<file path="src/rtl/fetch_queue_unit.sv">
`default_nettype none
// ============================================================================
//  Module   : fetch_queue_unit
//  Purpose  : Instruction fetcher. Generates sequential PCs, issues one
//             valid/ready request at a time to the instruction cache and
//             buffers returned instructions (with their PC) in an in-order
//             queue for decode. Branch/jump redirects flush the queue and
//             discard any in-flight response.
//  Ports    : clk, reset (sync, active-low)
//             fetch_enable                 - keep fetching when 1
//             redirect_valid/target        - 1-cycle redirect pulse + new PC
//             mem_req_valid/ready/addr     - request channel to the cache
//             mem_resp_valid/data          - in-order response from the cache
//             out_valid/ready/instr/addr   - queue head towards decode
//             busy                         - FSM active or queue non-empty
//  Revision : 1.0 - initial release
// ============================================================================
module fetch_queue_unit #(
    parameter int unsigned        ADDR_W      = 64,
    parameter int unsigned        INSTR_W     = 32,
    parameter int unsigned        QUEUE_DEPTH = 4,
    parameter logic [ADDR_W-1:0]  RESET_PC    = '0,
    parameter int unsigned        PC_STEP     = 4
) (
    input  logic                clk,
    input  logic                reset,
    input  logic                fetch_enable,
    input  logic                redirect_valid,
    input  logic [ADDR_W-1:0]   redirect_target,
    output logic                mem_req_valid,
    input  logic                mem_req_ready,
    output logic [ADDR_W-1:0]   mem_req_addr,
    input  logic                mem_resp_valid,
    input  logic [INSTR_W-1:0]  mem_resp_data,
    output logic                out_valid,
    input  logic                out_ready,
    output logic [INSTR_W-1:0]  out_instr,
    output logic [ADDR_W-1:0]   out_addr,
    output logic                busy
);

    localparam int unsigned PTR_W = $clog2(QUEUE_DEPTH);
    localparam int unsigned CNT_W = PTR_W + 1;
    localparam logic [CNT_W-1:0]  DEPTH_CNT = CNT_W'(QUEUE_DEPTH);
    localparam logic [ADDR_W-1:0] STEP      = ADDR_W'(PC_STEP);

    localparam logic [1:0] S_IDLE = 2'd0;
    localparam logic [1:0] S_REQ  = 2'd1;
    localparam logic [1:0] S_WAIT = 2'd2;

    logic [1:0]         state_q, state_d;
    logic [ADDR_W-1:0]  pc_q, pc_d;
    logic [ADDR_W-1:0]  req_addr_q, req_addr_d;   // PC of the outstanding request
    logic               discard_q, discard_d;     // drop the next response

    logic [PTR_W-1:0]   wr_ptr_q, rd_ptr_q;
    logic [CNT_W-1:0]   count_q, count_d;
    logic [INSTR_W-1:0] instr_mem_q [QUEUE_DEPTH];
    logic [ADDR_W-1:0]  addr_mem_q  [QUEUE_DEPTH];

    logic               w_push;
    logic               w_pop;
    logic               w_credit;

    // ------------------------------------------------------------------
    // Queue control. A redirect flushes the queue, so any push or pop in
    // that same cycle is suppressed.
    // ------------------------------------------------------------------
    assign w_push = (state_q == S_WAIT) && mem_resp_valid && !discard_q && !redirect_valid;
    assign w_pop  = (count_q != '0) && out_ready && !redirect_valid;

    always_comb begin
        count_d = count_q;
        if (redirect_valid) begin
            count_d = '0;
        end else begin
            case ({w_push, w_pop})
                2'b10:   count_d = count_q + CNT_W'(1);
                2'b01:   count_d = count_q - CNT_W'(1);
                default: count_d = count_q;
            endcase
        end
    end

    // A new request is only started if the queue, as it will look next
    // cycle, still has room for its response. With at most one request in
    // flight this guarantees a response never meets a full queue.
    assign w_credit = (count_d < DEPTH_CNT);

    always_ff @(posedge clk) begin
        if (!reset) begin
            wr_ptr_q <= '0;
            rd_ptr_q <= '0;
            count_q  <= '0;
        end else begin
            count_q <= count_d;
            if (redirect_valid) begin
                wr_ptr_q <= '0;
                rd_ptr_q <= '0;
            end else begin
                if (w_push) wr_ptr_q <= wr_ptr_q + PTR_W'(1);
                if (w_pop)  rd_ptr_q <= rd_ptr_q + PTR_W'(1);
            end
        end
    end

    // Storage needs no reset: entries are only visible while count_q says so.
    always_ff @(posedge clk) begin
        if (reset && w_push) begin
            instr_mem_q[wr_ptr_q] <= mem_resp_data;
            addr_mem_q[wr_ptr_q]  <= req_addr_q;
        end
    end

    // ------------------------------------------------------------------
    // FSM: state register
    // ------------------------------------------------------------------
    always_ff @(posedge clk) begin
        if (!reset) begin
            state_q    <= S_IDLE;
            pc_q       <= RESET_PC;
            req_addr_q <= RESET_PC;
            discard_q  <= 1'b0;
        end else begin
            state_q    <= state_d;
            pc_q       <= pc_d;
            req_addr_q <= req_addr_d;
            discard_q  <= discard_d;
        end
    end

    // ------------------------------------------------------------------
    // FSM: next-state logic
    // ------------------------------------------------------------------
    always_comb begin
        state_d    = state_q;
        pc_d       = pc_q;
        req_addr_d = req_addr_q;
        discard_d  = discard_q;

        case (state_q)
            S_IDLE: begin
                if (fetch_enable && w_credit) state_d = S_REQ;
            end
            S_REQ: begin
                // Held until accepted, regardless of fetch_enable. A redirect
                // without ready simply retargets the request via pc_d below.
                if (mem_req_ready) begin
                    state_d    = S_WAIT;
                    req_addr_d = pc_q;
                    pc_d       = pc_q + STEP;
                    if (redirect_valid) discard_d = 1'b1;
                end
            end
            S_WAIT: begin
                if (mem_resp_valid) begin
                    // A response coinciding with a redirect is dropped by
                    // w_push; no discard needs to be armed for it.
                    discard_d = 1'b0;
                    state_d   = (fetch_enable && w_credit) ? S_REQ : S_IDLE;
                end else if (redirect_valid) begin
                    discard_d = 1'b1;
                end
            end
            default: begin
                state_d = S_IDLE;
            end
        endcase

        if (redirect_valid) pc_d = redirect_target;
    end

    // ------------------------------------------------------------------
    // FSM / queue: output logic
    // ------------------------------------------------------------------
    always_comb begin
        mem_req_valid = (state_q == S_REQ);
        mem_req_addr  = pc_q;
        out_valid     = (count_q != '0);
        out_instr     = '0;
        out_addr      = '0;
        if (out_valid) begin
            out_instr = instr_mem_q[rd_ptr_q];
            out_addr  = addr_mem_q[rd_ptr_q];
        end
        busy = (state_q != S_IDLE) || out_valid;
    end

endmodule
`default_nettype wire

</file>
<file path="config.mk">
export PLATFORM = sky130hd
export DESIGN_NAME = fetch_queue_unit
export DESIGN_NICKNAME = d
export VERILOG_FILES = /design/src/rtl/fetch_queue_unit.sv
export SDC_FILE = /design/constraint.sdc
export NUM_CORES = 1
export LEC_CHECK = 0
export ABC_AREA = 0
export BUFFER_PORTS_ARGS = -buffer_cell sky130_fd_sc_hd__buf_2
export CORE_MARGIN = 2
export CORE_UTILIZATION = 52
export DETAILED_ROUTE_END_ITERATION = 6
export PLACE_DENSITY_LB_ADDON = 0.15
export SLEW_MARGIN = 20
export SYNTH_ARGS = -nofsm -noshare
export SYNTH_HDL_FRONTEND = slang
export SYNTH_SLANG_ARGS = --single-unit
</file>
<file path="constraint.sdc">
create_clock -name clk -period 4.25 [get_ports clk]
set_clock_uncertainty 0.2 [all_clocks]
set_input_delay 0.85 -clock clk [delete_from_list [all_inputs] [get_ports clk]]
set_output_delay 0.85 -clock clk [all_outputs]
set_load 0.02 [all_outputs]
</file>
; ---- After elaboration in Yosys (flattened, before gate mapping)
; Memories as Yosys holds them, arrays and structs flattened. A register that Yosys moved wholly into a read port is not among the register bits.
; Index checks and enable logic that the tools add are counted.
[totals]
ff_bits = 138
mem_bits_rw = 384
inputBits = 103
out_inout_bits = 163
elab_cells = 66
mem_count = 2
[mem_list]
columns = memory, words, word_bits, rd, rd_clocked_by_memory_dff, wr, line
row1 = addr_mem_q, 4, 64, 1, 1, 1, 59  ; logic [ADDR_W-1:0] addr_mem_q [QUEUE_DEPTH];
row2 = instr_mem_q, 4, 32, 1, 1, 1, 58  ; logic [INSTR_W-1:0] instr_mem_q [QUEUE_DEPTH];
[op_classes]
n_addsub = 5
n_lt_le_gt_ge = 1
n_eq_ne = 7
n_mux = 22
n_bitwise = 1
n_reduce_logical = 21
[op_table]
columns = op, count
row1 = $mux W64, 4
row2 = $add A64 B3 Y64 const B, 1
row3 = $mux W32, 1
row4 = $mux W2, 7
row5 = $reduce_bool A2 Y1, 4
row6 = $logic_and A1 B1 Y1, 7
row7 = $mux W1, 6
row8 = $pmux W2 S3, 1
row9 = $pmux W3 S2, 1
row10 = $reduce_and A2 Y1, 3
row11 = $add A2 B1 Y2 const B, 2
row12 = $eq A2 B1 Y1 const B, 2
row13 = $eq A2 B2 Y1 const B, 2
row14 = $ne A2 B2 Y1 const B, 2
row15 = $add A3 B1 Y3 const B, 1
row16 = $lt A3 B3 Y1 const B, 1
row17 = $mux W3, 1
row18 = $reduce_and A3 Y1, 1
row19 = $reduce_bool A3 Y1, 1
row20 = $sub A3 B1 Y3 const B, 1
row21 = $logic_not A1 Y1, 2
row22 = $logic_not A2 Y1, 1
row23 = $ne A2 B1 Y1 const B, 1
row24 = $pmux W1 S2, 1
row25 = 3 further kinds, 3

; ---- Depth between registers and ports, before layout
[depth]
ltp_word = 12
mapped_depth = 12
ltp_nobuf = 10

; ---- Worst setup path before layout
; Ideal clock, no wire load.
[synth_timing]
path_kind = input port to flip-flop
startpoint = in redirect_valid
endpoint = mem addr_mem_q[1][0] (enable)
setup_time_ps = 466
arrival_time_ps = 3898
required_time_ps = 3584
setup_slack_ps = -314
cell_stages = 3
path_buffers = 1
cell_sequence = clkbuf_1 nor3_1 and3_1
[synth_via]
elab_chain_len = 5
[synth_lines]
columns = element, line
row1 = start: declaration, 28  ; input logic redirect_valid,
row2 = $logic_not A1 Y1, 69  ; assign w_push = (state_q == S_WAIT) && mem_resp_valid && !discard_q && !redirect_valid;
row3 = $logic_and A1 B1 Y1, 69
row4 = $logic_and A1 B1 Y1, 109  ; if (reset && w_push) begin
row5 = $mux W1, 109
row6 = $mux W1 (not written as such), 111  ; addr_mem_q[wr_ptr_q] <= req_addr_q;
row7 = end: declaration, 59
; No other way between the ends.

; ---- Worst setup path after layout
[layout_timing]
startpoint = reg count_q[1]
endpoint = out out_addr[6]
[layout_via]
elab_chain_len = 2
[layout_lines]
columns = element, line
row1 = start: declaration, 57  ; logic [CNT_W-1:0] count_q, count_d;
row2 = start signal: assignment, 96  ; count_q <= count_d;
row3 = $reduce_bool A3 Y1, 179  ; out_valid = (count_q != '0);
row4 = $mux W64, 182  ; if (out_valid) begin
row5 = end: declaration, 38  ; output logic [ADDR_W-1:0] out_addr,
; No other way between the ends.

==> run metrics <==
P_int=around 0.0083 W; Initial Util=52.7%; DR vias/cell=about 5.6; die height=roughly 200 um; GP Congestion=0.813; Clock power frac=42.7%; Rows=73; CTS Hold Bufs=0; minimum clock period=about 3600 ps; initial antenna violation count=7; slew of the pin with the lowest slew margin=roughly 1100 ps; commonest cells after routing, fill and taps aside=edfxtp_1 (384), buf_2 (264), nand2_1 (179); crit path cell chain=or3_2 > buf_4 > and2_1 > buf_2; Tcrit/Tclk final=approximately 86%; Fmax=between 200 and 300 MHz; Num CTS Buffers=51; via count=between 10000 and 15000; crit path capture type=output pin; Arrival @ worst endpoint=between 2000 and 3000 ps; placed cell area=between 20000 and 25000 sq um; HP Class=in2reg; DIE AREA=between 40000 and 50000 sq um; synthesized cell area=~21000 sq um; H-tree depth=2; top_reg_cell synth=edfxtp_1; Mapped Cells=1408; Design Area, Final=24700 sq um; unrepaired setup endpoints after global routing=false; GR Util All Layers=between 20% and 30%; final setup margin=611 ps; post-synthesis cell type count=48; Final Util=between 60 and 70%; most common cell after layout, fill and taps aside=edfxtp_1; root buffer cell=clkbuf_16; vias in the first global route=12400; final setup TNS=0 ps; outcome=completed; Worst Path Required=3200 ps; number of synthesis warnings=0; chip width=approximately 200 um; final WL=a little under 50000 um; clock sink count=between 500 and 600; pre-CTS WS=around 970 ps; headroom to the max-slew limit=28.4%; WL per Instance=between 20 and 25 um; area of the core=~40000 sq um; residual DRC count=0; total I/O pin count=roughly 270; CP top delay family=simple AND/OR/NAND/NOR gates; grt total ovfl=0; Area Overhead vs Synth=17.4%; Final Setup Violations=0; post-synthesis sequential area ratio=around two thirds; postcts setup bufs=0; DR iter-0 viols=917; max incr delay on CP=roughly 770 ps; Synth async-reset ratio=0%; Leak=8.04 nW; Post-synth EDFFs=between 300 and 400; DR pass1 iterations=7; share of cells above drive strength 1=around 28%; Comb pwr share=approximately 3.6%; worst path buffer plus inverter count=2; switch share=20.9%; Clk Latency, worst-skew pair=590 ps; Power Density=423 nW/um^2; worst setup path class=reg2out; largest net degree at the start of global routing=80; Clock transition at path regs=about 60 ps; Slew Limit Fails=0; CTS tree=yes; cts repair resizes=0; crit path max fanout=76; Synth Area per Inst=around 15 sq um; Final Hold Fails=0; DP HPWL=between 30000 and 40000 um; Crit-path slowest cell=or3_2; ANT nets after route=0; first-pass GRT wire length=74100 um; maxcap violations=0; Seq pwr share=53.7%; Port Buffers=265; Layout Nets=between 1500 and 2000; VDD IR max=approximately 0.29 mV; clock buffer depth=3; crit path launch type=flip-flop; P_sw=between 0.002 and 0.0025 W; post-synthesis register bit count=524; syn_nets=between 1500 and 2000
==> cell families after synthesis <==
| logic type | share of synthesized area (%) |
|---|---|
| flip-flops | 68.3 |
| AND/OR/NAND/NOR | 11.1 |
| AO/OA/AOI/OAI | 5.24 |
| multiplexers | 10.5 |
| buffers and inverters | 1.75 |
| XOR/XNOR | 2.71 |
| adder cells (fa/ha/maj) | 0.453 |
==> worst paths after layout <==
path	start	end	slack [ps]	cells after the start
min reg2reg	req_addr_q[47]	addr_mem_q[1][47]	300	0
max	count_q[1]	out_addr[6]	610	4
min	redirect_target[2]	mem_req_addr[2]	290	2
max reg2reg	count_q[1]	state_q[0]	1020	10
==> Yosys cell counts (all sizes together) (29+ instances only) <==
master  instances  area, sq um
clkbuf         65          245
xnor2          35          307
nand3          29          150
nand2         180          678
and2          114          713
a21boi         64          480
edfxtp        384        11500
a21oi          40          200
xor2           30          263
dfxtp         140         2800
o21ai          58          290
mux4           96         2160
==> layer usage <==
| layer | track usage [%] | share of wire (%) | vias up |
|---|---|---|---|
| li1 | - | - | 5800 |
| met1 | 33.3 | 42 | 6310 |
| met2 | 38.1 | 48 | 456 |
| met3 | 4.01 | 7.4 | 85 |
| met4 | 8.07 | 2.7 | 2 |
| met5 | 0 | 0.014 | - |
==> registers in the layout (all words and copies together), names as in the netlist, named ones only <==
register and cells:
rd_ptr_q 2, wr_ptr_q 2, mem_req_addr 64, instr_mem_q 128, count_q 3, addr_mem_q 256
discard_q 1, req_addr_q 64, state_q 2
==> worst register-to-register path, delay by kind of cell (launching register included) <==
kind                       cells  cell delay [ps]
AOI/OAI and AO/OA              2              400
xor gates and xnor gates       1              140
adders and majority gates      2              610
DFF                            1              330
and+or+nand+nor                5             1440
==> stage by stage <==
stage	hold slack, ps	instances	power (W)
global placement	272	2144	0.00608
CTS	255	2239	0.0105
global route	272	2242	0.0107
floorplan	260	1408	0.00589
detailed placement	285	2144	0.00609
finish	285	2245	0.0104
==> power groups by stage <==
stage / Combinational, W / Sequential (W) / Clock, W
after floorplan: 0.000162 / 0.00573 / 0
after global placement: 0.000371 / 0.00571 / 0
after detailed placement: 0.000377 / 0.00571 / 0
after CTS: 0.000379 / 0.00561 / 0.00454
after global routing: 0.000410 / 0.00561 / 0.00472
final: 0.000378 / 0.00561 / 0.00445
==> area by class of cell <==
type,instances,area [sq um]
antenna,6,15.0
clock buffer,76,1490
clock inverter,19,169
fill,3114,15200
inverter,7,26.3
multi-input combinational,794,6320
sequential,524,14300
tap,525,657
timing repair buffer,294,1630
No activity file was read; power rests on OpenSTA's default activity.
